--- src/rtl/bsg_cgol_pkg.sv ---
// Shared types and sizing helpers for the Game of Life core.
// Used by the input loader and the output serializer.
package bsg_cgol_pkg;

  typedef enum logic [1:0] {
    S_FRAMES = 2'd0,
    S_BOARD  = 2'd1,
    S_DONE   = 2'd2
  } loader_state_e;

  // Returns 1 for x <= 1 so that single-entry fields still get one bit.
  function automatic int unsigned safe_clog2(input int unsigned x);
    return (x <= 1) ? 1 : $clog2(x);
  endfunction

  function automatic int unsigned words_per_board(input int unsigned board_bits,
                                                  input int unsigned data_width);
    return (board_bits + data_width - 1) / data_width;
  endfunction

endpackage

--- src/rtl/bsg_cgol_word_counter.sv ---
// Up-counter with clear, enable and terminal-count flag.
// After the terminal value it wraps to zero, so it never reaches els_p.
module bsg_cgol_word_counter
  import bsg_cgol_pkg::*;
#(
  parameter int unsigned els_p   = 4,
  parameter int unsigned width_p = safe_clog2(els_p)
) (
  input  logic               clk_i,
  input  logic               reset_n_i,
  input  logic               clr_i,
  input  logic               en_i,
  output logic [width_p-1:0] cnt_o,
  output logic               tc_o
);

  logic [width_p-1:0] r_cnt;

  assign tc_o  = (r_cnt == width_p'(els_p - 1));
  assign cnt_o = r_cnt;

  always_ff @(posedge clk_i or negedge reset_n_i) begin
    if (!reset_n_i)   r_cnt <= '0;
    else if (clr_i)   r_cnt <= '0;
    else if (en_i)    r_cnt <= tc_o ? '0 : r_cnt + width_p'(1);
  end

endmodule

--- src/rtl/bsg_cgol_input_loader.sv ---
// Collects a frame-count word and the packed initial board from the host link,
// then offers the assembled board downstream over a valid/ready handshake.
module bsg_cgol_input_loader
  import bsg_cgol_pkg::*;
#(
  parameter  int unsigned board_width_p     = 8,
  parameter  int unsigned max_game_length_p = 1024,
  parameter  int unsigned data_width_p      = 64,
  localparam int unsigned game_len_width_lp = safe_clog2(max_game_length_p),
  localparam int unsigned board_bits_lp     = board_width_p * board_width_p,
  localparam int unsigned words_lp          = words_per_board(board_bits_lp, data_width_p),
  localparam int unsigned cnt_width_lp      = safe_clog2(words_lp)
) (
  input  logic                         clk_i,
  input  logic                         reset_n_i,
  input  logic [data_width_p-1:0]      data_i,
  input  logic                         v_i,
  output logic                         ready_o,
  output logic [game_len_width_lp-1:0] frames_o,
  output logic [board_bits_lp-1:0]     board_o,
  output logic                         v_o,
  input  logic                         ready_i
);

  loader_state_e                r_state, w_state_next;
  logic                         w_frame_xfer, w_board_xfer, w_last_word;
  logic [cnt_width_lp-1:0]      w_cnt;
  logic [game_len_width_lp-1:0] r_frames;
  logic [board_bits_lp-1:0]     r_board, w_board_next;

  always_ff @(posedge clk_i or negedge reset_n_i) begin
    if (!reset_n_i) r_state <= S_FRAMES;
    else            r_state <= w_state_next;
  end

  // Handshake outputs depend on the state register only.
  always_comb begin
    w_state_next = r_state;
    ready_o      = 1'b0;
    v_o          = 1'b0;
    w_frame_xfer = 1'b0;
    w_board_xfer = 1'b0;
    case (r_state)
      S_FRAMES: begin
        ready_o = 1'b1;
        if (v_i) begin
          w_frame_xfer = 1'b1;
          w_state_next = S_BOARD;
        end
      end
      S_BOARD: begin
        ready_o = 1'b1;
        if (v_i) begin
          w_board_xfer = 1'b1;
          if (w_last_word) w_state_next = S_DONE;
        end
      end
      S_DONE: begin
        v_o = 1'b1;
        if (ready_i) w_state_next = S_FRAMES;
      end
      default: w_state_next = S_FRAMES;
    endcase
  end

  bsg_cgol_word_counter #(
    .els_p   (words_lp),
    .width_p (cnt_width_lp)
  ) u_word_counter (
    .clk_i     (clk_i),
    .reset_n_i (reset_n_i),
    .clr_i     (w_frame_xfer),
    .en_i      (w_board_xfer),
    .cnt_o     (w_cnt),
    .tc_o      (w_last_word)
  );

  // The last slice is narrowed so link bits past the board edge are dropped.
  for (genvar w = 0; w < words_lp; w++) begin : g_word
    localparam int unsigned lo  = w * data_width_p;
    localparam int unsigned len = ((board_bits_lp - lo) < data_width_p) ?
                                  (board_bits_lp - lo) : data_width_p;
    assign w_board_next[lo +: len] = (w_cnt == cnt_width_lp'(w)) ?
                                     data_i[len-1:0] : r_board[lo +: len];
  end

  always_ff @(posedge clk_i or negedge reset_n_i) begin
    if (!reset_n_i) begin
      r_frames <= '0;
      r_board  <= '0;
    end else begin
      if (w_frame_xfer) r_frames <= data_i[game_len_width_lp-1:0];
      if (w_board_xfer) r_board  <= w_board_next;
    end
  end

  assign frames_o = r_frames;
  assign board_o  = r_board;

endmodule
--- config.mk ---
export PLATFORM = sky130hd
export DESIGN_NAME = bsg_cgol_input_loader
export DESIGN_NICKNAME = d
export VERILOG_FILES = /design/src/rtl/bsg_cgol_pkg.sv /design/src/rtl/bsg_cgol_word_counter.sv /design/src/rtl/bsg_cgol_input_loader.sv
export SDC_FILE = /design/constraint.sdc
export NUM_CORES = 1
export LEC_CHECK = 0
export BUFFER_PORTS_ARGS = -buffer_cell sky130_fd_sc_hd__buf_4
export CORE_UTILIZATION = 43
export CTS_CLUSTER_DIAMETER = 150
export DETAILED_ROUTE_END_ITERATION = 12
export GPL_TIMING_DRIVEN = 0
export PLACE_DENSITY = 0.74
export SLEW_MARGIN = 20
export SYNTH_ARGS = -nofsm -noshare
export SYNTH_HDL_FRONTEND = slang
export SYNTH_SLANG_ARGS = --single-unit
--- constraint.sdc ---
create_clock -name clk_i -period 2.31 [get_ports clk_i]
set_clock_uncertainty 0.05 [all_clocks]
set_input_delay 0.231 -clock clk_i [delete_from_list [all_inputs] [get_ports clk_i]]
set_output_delay 0.231 -clock clk_i [all_outputs]
set_load 0.01 [all_outputs]
# --- After elaboration in Yosys (flattened, before gate mapping) ---
# Cells that the tools add are included.
op_classes:
  addsub: 1
  n_mul: 0
  div_mod_pow: 0
  magnitude_cmp: 0
  eq_ne: 6
  n_shift: 0
  muxes: 13
  n_bitwise: 1
  n_reduce_logical: 5
op_table:
  columns: ["operator", "n"]
  rows:
  - ["two-way mux 1 bit", 8]
  - ["two-way mux 2 bit", 4]
  - ["inequality test 2 bit (second input constant)", 4]
  - ["one-hot mux 2 bit (3 select lines)", 1]
  - ["AND reduction 4 bit", 1]
  - ["== test 2 x 1 -> 1 bit (second input constant)", 1]
  - ["== test 2 bit (second input constant)", 1]
  - ["logical NOT 2 bit", 1]
  - ["AND reduction 2 bit", 1]
  - ["nonzero test 2 bit", 1]
  - ["OR reduction 2 bit", 1]
  - ["adder 1 bit (second input constant)", 1]
  - ["NOT 1 bit", 1]
totals:
  register_bits: 77
  latchBits: 0
  ramBits: 0
  rom_bits: 0
  mem_count: 0

# --- Depth between registers and ports, before layout ---
# Gate-level depths: netlist of the first run.
depth:
  ltp_word: 4
  mapped_depth: 4

# --- By module ---
# From an unflattened synthesis of the first run, not the netlist that was laid out.
unflattened:
  hier_cells: 171
  hier_area_um2: 3186.8
by_module_without_submodules:
  columns: ["module", "n_inst", "cells_each", "area_per_inst_um2"]
  rows:
  - ["bsg_cgol_input_loader", 1, 167, 3164.3]
  - ["bsg_cgol_word_counter", 1, 4, 22.5]

# --- Worst setup path before layout of the first run ---
# Ideal clock, no wire load.
synth_path:
  path_kind: "flip-flop to flip-flop"
  start: "register r_state[1]"
  end: "register r_board[0] (netlist: board_o[0])"
  setup_ns: 0.125
  t_arrival_ns: 1.143
  required_time_ns: 2.135
  slack_ns: 0.992
  stages_incl_launch_ff: 5
  synth_period_minus_slack_ns: 1.318
  path_cell_list: "dfrtp_1 > nand3b_1 > buf_6 > buf_6 > mux2_4"
synth_between:
  elab_chain_len: 3
synth_lines:
  columns: ["element", "line_no", "rtl"]
  rows:
  - ["start, declared", "bsg_cgol_input_loader.sv:25", "loader_state_e r_state, w_state_next;"]
  - ["start signal, assigned", "bsg_cgol_input_loader.sv:33", "else r_state <= w_state_next;"]
  - ["== test 2 x 1 -> 1 bit", "bsg_cgol_input_loader.sv:43", "case (r_state)"]
  - ["two-way mux 1 bit", "bsg_cgol_input_loader.sv:43", null]
  - ["AND reduction 2 bit (no source line)", null, null]
  - ["end signal, assigned", "bsg_cgol_input_loader.sv:93", "if (w_board_xfer) r_board <= w_board_next;"]
  - ["end, declared", "bsg_cgol_input_loader.sv:29", "logic [board_bits_lp-1:0] r_board, w_board_next;"]
# No other way between the ends.
# A chain may end at the register's enable or synchronous reset.

# --- Worst setup path after layout of the first run ---
layout_path:
  start: "register r_state[0]"
  end: "register r_frames[3] (netlist: frames_o[3])"
layout_between:
  elab_chain_len: 2
layout_lines:
  columns: ["element", "line_no", "rtl"]
  rows:
  - ["logical NOT 2 bit", "bsg_cgol_input_loader.sv:43", null]
  - ["two-way mux 1 bit", "bsg_cgol_input_loader.sv:43", null]
  - ["end signal, assigned", "bsg_cgol_input_loader.sv:92", "if (w_frame_xfer) r_frames <= data_i[game_len_width_lp-1:0];"]
  - ["end, declared", "bsg_cgol_input_loader.sv:28", "logic [game_len_width_lp-1:0] r_frames;"]
# No other way between the ends.

==> results of run 1 <==
-- sequential cells by signal, summed over array words and instances, names as in the netlist --
name and flops:
board_o 64, r_state 2, frames_o 10
-- cell families after synthesis --
group	count (synthesis)	synth area share
AO/OA/AOI/OAI	1	0.00247
XOR/XNOR	1	0.00288
buffers and inverters	9	0.0268
flip-flops	76	0.626
multiplexers	74	0.335
AND/OR/NAND/NOR	4	0.00741
-- metal layers --
layer,up-vias,GRT usage,part of all wire
li1,882,-,-
met1,945,0.214,0.42
met2,84,0.266,0.48
met3,8,0.0751,0.095
met4,0,0.0545,0.011
met5,-,0,0
-- cells in the final DEF, fill, tap and decap left out, drive strengths merged, types with 2 or more instances in the layout --
master    n
bufinv    2
mux2     74
buf     151
nor2      2
dfrtp    76
clkbuf    9
clkinv    4
-- final timing paths --
| path | cells after the start | end | slack, ns |
|---|---|---|---|
| max reg2reg | 3 | frames_o[3] | 0.86 |
| max | 3 | frames_o[3] | 0.86 |
| min reg2reg | 1 | r_state[0] | 0.42 |
| max in group asynchronous | 1 | board_o[33] | 1.62 |
| min | 1 | frames_o[3] | -0.02 |
| min in group clk_i | 2 | r_state[1] | 0.02 |
-- power breakdown --
group / total [mW] / internal [mW] / switching (mW)
sequential: 2.40 / 2.02 / 0.384
clock: 1.07 / 0.604 / 0.468
combinational: 2.94 / 1.89 / 1.05
total: 6.42 / 4.51 / 1.91
-- worst max-delay path, cell delays in order, from the launching register on --
cell	delay, ns
dfrtp_1	0.44
nor3b_1	0.19
buf_2	0.29
mux2_2	0.38
-- final cells by class --
| class | count | area [sq um] | share of cell area |
|---|---|---|---|
| clock inverter | 7 | 91.3 | 0.0205 |
| clock buffer | 9 | 124 | 0.0278 |
| timing repair buffer | 143 | 1070 | 0.241 |
| sequential | 76 | 1900 | 0.428 |
| inverter | 1 | 3.75 | 0.000844 |
| tap | 96 | 120 | 0.0270 |
| buffer | 8 | 77.6 | 0.0174 |
| multi-input combinational | 80 | 1060 | 0.237 |
-- stage by stage --
step                      instances  hold WS, ns  cell area, sq um
after global routing            420       0.0161              4450
after detailed placement        404        0.362              4230
after floorplan                 165       -0.115              3040
after global placement          404        0.355              4230
after CTS                       420      0.00140              4450
final                           420      -0.0191              4450
==> results by group, run 1 <==
Logic synthesis
  • Sequential cell area fraction in the yosys report: 0.626
  • Most numerous cell in the Yosys netlist: dfrtp_1
  • Net count after synthesis: 233
  • Largest area contributor in the netlist: dfrtp_1
  • Post-synth cell types: 11
  • Cell count after synthesis: roughly 170
  • Post-synth EDFFs: 0
  • Most instantiated flip-flop cell in the synthesis netlist: dfrtp_1
  • Synthesis Warnings: 0
  • Post-synthesis instance area: about 3000 sq um
  • Synthesized area divided by synthesized cell count: roughly 18 sq um
  • Portion of synthesized cell area occupied by the leading cell type: 0.626
  • Most area-consuming cells after synthesis: dfrtp_1 (63%), mux2_4 (24%), mux2_2 (9.3%)
  • Share of async-settable or async-resettable flops after synthesis: 1.00
  • Total of flip-flops plus latches after synthesis: between 70 and 80
  • Synth cell count leaders: dfrtp_1 (76), mux2_4 (49), mux2_2 (25), buf_6 (6)

Global route
  • Number of antenna violations at the first check in global routing: 0
  • Largest net degree at the start of global routing: 77
  • Total overflow reported by the global router: 0
  • Vias in the first global route: 1985
  • Total global routing track utilization: 0.171
  • Global-route wire length before repair: between 9000 and 10000 um

Critical path
  • Critical Path End Type: flop
  • Data arrival at the endpoint of the critical path: 1.63 ns
  • Critical path data required time: 2.48 ns
  • Startpoint of the worst setup timing path: r_state[0]
  • Source of the worst register-to-register timing path: r_state[0]
  • CP Class: reg2reg
  • Nature of the critical path startpoint: flop
  • Max Fanout on Critical Path: 10

Cells and area
  • Signed area change from the synthesized netlist to the final layout: 46.4%
  • Antenna diodes: 0
  • Proportion of layout cells with a drive suffix above 1: 0.744
  • Post-route core utilization: 0.655
  • Number of filler instances in the final layout: around 500
  • Total number of nets in the final design: 387

STA
  • Final Hold Vio Count: 29
  • Accumulated negative setup slack: 0 ns
  • Final-layout worst hold slack: -0.0191 ns
  • Final setup fails: 0
  • RSZ-0062 raised after global routing: no
  • Slew Limit Headroom: 0.385
  • Slew at the pin closest to its max-slew limit: ~0.92 ns
  • Final Worst Setup Slack: 0.855 ns
  • Minimum clock period after layout: ~1.5 ns
  • Final Max Tran Viols: 0
  • Peak clock frequency supported by timing: just under 700 MHz
  • Fraction of the cycle the final worst path needs: 0.630

Floorplan
  • Effective utilization at floorplan: 0.447
  • Core ar.: just under 7000 sq um
  • Die Footprint: ~7400 sq um
  • Cell row count: 30
  • Die Height: around 86 um
  • Die Width: between 80 and 90 um
  • Total I/O pin count: around 140

Clocking
  • Latest clock arrival within the worst-skew pair: about 0.33 ns
  • Number of clock sinks: 76
  • Clk slew on worst S/H paths: about 0.08 ns
  • Root cell of the clock tree: clkbuf_8
  • CTS resizes: 0
  • CTS tree: built
  • Number of buffers created by CTS: 9
  • Number of H-tree levels: 3
  • Post-CTS setup-driven buffer insertion count: 0
  • CTS Hold Bufs: 0
  • Bufs on Longest Clock Path: 2

Pwr
  • Maximum VDD drop: ~0.83 mV
  • Leak pwr: 2.31 nW
  • Overall power of the completed layout: around 6.4 mW
  • Cell area power density: approximately 1400 nW/um^2

Routing
  • WL per Instance: 14.4 um
  • First DRT Iteration DRCs: 35
  • Via density: roughly 4.6
  • Post-route DRC: 0
  • Vias post-DR: roughly 1.9k
  • Final antenna-violating net count: 0
  • Number of optimization iterations in the first detailed-route pass: 3
  • Detailed Route WL: between 6000 and 7000 um

Run
  • Max-Cap Viols: 0

Place
  • Pre-CTS WS: around 0.85 ns
  • RD Place Congestion: 0.717
  • Count of buffers from port buffering: 143
  • HPWL after detailed placement: ~4300 um

Run status
  • Run status: finished with violations
  • Violations in the final reports: hold timing

Worst hold path
  • Worst min-delay path class: in2async
Power figures use the tool's default switching activity.
==> inputs of run 2 (changes only) <==
--- a/config.mk
+++ b/config.mk
@@ -5,6 +5,7 @@
 export SDC_FILE = /design/constraint.sdc
 export NUM_CORES = 1
 export LEC_CHECK = 0
+export ABC_AREA = 1
 export BUFFER_PORTS_ARGS = -buffer_cell sky130_fd_sc_hd__buf_4
 export CORE_UTILIZATION = 43
 export CTS_CLUSTER_DIAMETER = 150
==> constraint.sdc (replaced) <==
create_clock -name clk_i -period 1.5 [get_ports clk_i]
set_clock_uncertainty 0.05 [all_clocks]
set_input_delay 0.15 -clock clk_i [delete_from_list [all_inputs] [get_ports clk_i]]
set_output_delay 0.15 -clock clk_i [all_outputs]
set_load 0.01 [all_outputs]
==> run 2 against run 1 <==
Synthesized area is 2.4% higher. Sequential power is 48% higher. Sequential cell count unchanged. Wire length grew 44%. Worst hold slack improved by 0.027 ns. Final cell count is 42% higher. Largest cell class unchanged. The run now ends clean.
==> results by group, run 2 <==
Global route
  • Total global routing track utilization: 0.232
  • Total overflow reported by the global router: 0
  • Vias in the first global route: 2790
  • Number of antenna violations at the first check in global routing: 0
  • Largest net degree at the start of global routing: 77
  • Global-route wire length before repair: between 10000 and 15000 um

Pwr
  • Leak pwr: around 2.5 nW
  • Overall power of the completed layout: ~9.8 mW
  • Cell area power density: ~2100 nW/um^2
  • Maximum VDD drop: between 0.9 and 1 mV

Cells and area
  • FF/Latch Area: between 1500 and 2000 sq um
  • Post-route core utilization: 0.667
  • Proportion of layout cells with a drive suffix above 1: 0.369
  • Antenna diodes: 0
  • Number of non-filler instances in the completed layout: approximately 600
  • Number of flip-flops in the largest register: 64
  • Total number of nets in the final design: 565
  • Leading cell type in the layout, fill and taps excluded: nand2_1
  • Commonest cells after routing, fill and taps aside: nand2_1 (152), buf_4 (150), dfrtp_1 (76)
  • Signed area change from the synthesized netlist to the final layout: 48.1%
  • Number of filler instances in the final layout: between 600 and 700
  • Multi-input logic area: between 1000 and 1500 sq um

Critical path
  • CP Class: reg2out
  • Critical path data required time: approximately 1.3 ns
  • CP peak stage delay: roughly 0.4 ns
  • Cell with the biggest individual delay on the critical path: dfrtp_1
  • Startpoint of the worst setup timing path: r_state[1]
  • Cells along the critical path: inv_2 > buf_4 > nor2_2 > buf_4
  • Worst reg2reg setup slack: approximately 0.24 ns
  • Source of the worst register-to-register timing path: r_state[1]
  • Critical register-to-register path endpoint: board_o[29]
  • Max Fanout on Critical Path: 10
  • Critical Path End Type: output pin
  • Data arrival at the endpoint of the critical path: between 1 and 1.5 ns
  • Buf+Inv Stages, Crit Path: 3
  • Crit-path most repeated cell: buf_4
  • Register-to-Register Path Depth: 6
  • Critical path's top delay family: buffers and inverters
  • Nature of the critical path startpoint: flop

Clocking
  • Clk slew on worst S/H paths: 0.08 ns
  • Latest clock arrival within the worst-skew pair: approximately 0.34 ns
  • Number of buffers created by CTS: 9
  • CTS tree: built
  • Root cell of the clock tree: clkbuf_8
  • Bufs on Longest Clock Path: 2
  • Post-CTS setup-driven buffer insertion count: 0
  • Number of clock sinks: 76
  • Number of H-tree levels: 3

Floorplan
  • Die Width: between 80 and 90 um
  • Die Footprint: 7580 sq um
  • Core ar.: just under 7000 sq um
  • Cell row count: 30
  • Die Height: slightly below 90 um
  • Total I/O pin count: about 140
  • Effective utilization at floorplan: 0.451

Place
  • HPWL after detailed placement: between 6000 and 7000 um
  • RD Place Congestion: ~0.76
  • Count of buffers from port buffering: roughly 140
  • Count of placed standard cells including taps: 578

STA
  • Accumulated negative setup slack: 0 ns
  • Final Max Tran Viols: 0
  • Peak clock frequency supported by timing: approximately 700 MHz
  • Minimum clock period after layout: roughly 1.4 ns
  • Slew at the pin closest to its max-slew limit: approximately 0.95 ns
  • Final Hold Vio Count: 0
  • RSZ-0062 raised after global routing: no
  • Fraction of the cycle the final worst path needs: 0.950
  • Slew Limit Headroom: 0.367
  • Final setup fails: 0

Logic synthesis
  • Largest area contributor in the netlist: dfrtp_1
  • Adder-cell share of the synthesized area: 0
  • Most instantiated flip-flop cell in the synthesis netlist: dfrtp_1
  • Share of the synthesized netlist area taken by xor and xnor gates: 0
  • Post-synth cell types: 11
  • Post-synthesis instance area: 3110 sq um
  • Synthesis Warnings: 0
  • Synth cell count leaders: nand2_1 (152), dfrtp_1 (76), nand4_1 (64), buf_2 (17), nand3_1 (11)
  • Post-synth EDFFs: 0
  • Total of flip-flops plus latches after synthesis: 76
  • Cell count after synthesis: 339
  • Synthesized area divided by synthesized cell count: just over 9 sq um
  • Most area-consuming cells after synthesis: dfrtp_1 (61%), nand2_1 (18%), nand4_1 (13%)
  • Compound-Gate Fraction of Synth Area: 0.00161
  • Share of async-settable or async-resettable flops after synthesis: 1.00
  • Simple-gate share of the synthesized area: 0.332
  • Portion of synthesized cell area occupied by the leading cell type: 0.611
  • Multiplexer share of the synthesized area: 0
  • Largest family of logic cells by synthesized area: simple AND/OR/NAND/NOR gates
  • Most numerous cell in the Yosys netlist: nand2_1
  • Net count after synthesis: slightly above 400
  • Sequential cell area fraction in the yosys report: 0.611

Routing
  • Via density: approximately 5.0
  • Detailed route wirelength on metal2: ~4200 um
  • Vias post-DR: between 3k and 4k
  • Number of optimization iterations in the first detailed-route pass: 4
  • Post-route DRC: 0
  • Final antenna-violating net count: 0
  • Detailed Route WL: ~8700 um
  • Highest routed metal layer: met4
  • Met3 WL post-DR: between 400 and 500 um
  • M1 wire length: approximately 3900 um
  • First DRT Iteration DRCs: about 160
  • WL per Instance: around 15 um

Worst hold path
  • Launch point of the worst hold path: data_i[36]
  • Endpoint with the worst hold slack: board_o[36]
  • Worst min-delay path class: in2reg
  • Number of cells traversed by the worst hold path: 3

Run
  • Max-Cap Viols: 0

Run status
  • Run status: completed
run 2: worst min-delay path: stages:
cell     delay (ns)
buf_4          0.08
nand4_1        0.08
nand2_1        0.07
run 2: logic make-up after synthesis:
kind of cell / Yosys count
AOI/OAI and AO/OA: 1
buffers and inverters: 33
DFF: 76
and+or+nand+nor: 229
run 2: through the flow:
stage	setup slack, ns	hold WS [ns]	instance area, sq um
floorplan	0.412	-0.196	3110
global placement	0.254	0.306	4310
detailed placement	0.222	0.314	4310
CTS	0.0332	0.00318	4600
global route	0.0120	0.00986	4610
finish	0.0748	0.00824	4610
run 2: repair_timing:
item	CTS	global route
endpoints found under the hold margin	79	0
resized for setup	2	4
endpoints found under the setup margin	2	2
gates cloned	0	0
hold buffers	4	0
run 2: how the worst max path moves through the flow:
stage                  endpoint  slack (ns)  cells past startpoint
finish                      v_o        0.07                      4
global route                v_o        0.01                      4
CTS                         v_o        0.03                      3
detailed placement  board_o[37]        0.22                      5
global placement    board_o[33]        0.25                      5
floorplan            board_o[0]        0.41                      6
run 2: report_power, final:
group / switching, mW / internal (mW)
registers: 0.551 / 3.01
logic: 2.30 / 1.96
clock network: 0.736 / 1.20
run 2: cell type report:
| cell class | instances | area share |
|---|---|---|
| Clock inverter | 4 | 0.0206 |
| Buffer | 31 | 0.0377 |
| Clock buffer | 12 | 0.0337 |
| Tap cell | 96 | 0.0261 |
| Inverter | 2 | 0.00163 |
| Multi-Input combinational cell | 230 | 0.226 |
| Sequential cell | 76 | 0.413 |
| Timing Repair Buffer | 147 | 0.242 |
run 2: routing by layer:
| metal | vias up | global-route usage |
|---|---|---|
| met5 | - | 0 |
| met4 | 0 | 0.103 |
| met3 | 18 | 0.0427 |
| met2 | 116 | 0.366 |
| met1 | 1406 | 0.314 |
| li1 | 1466 | - |
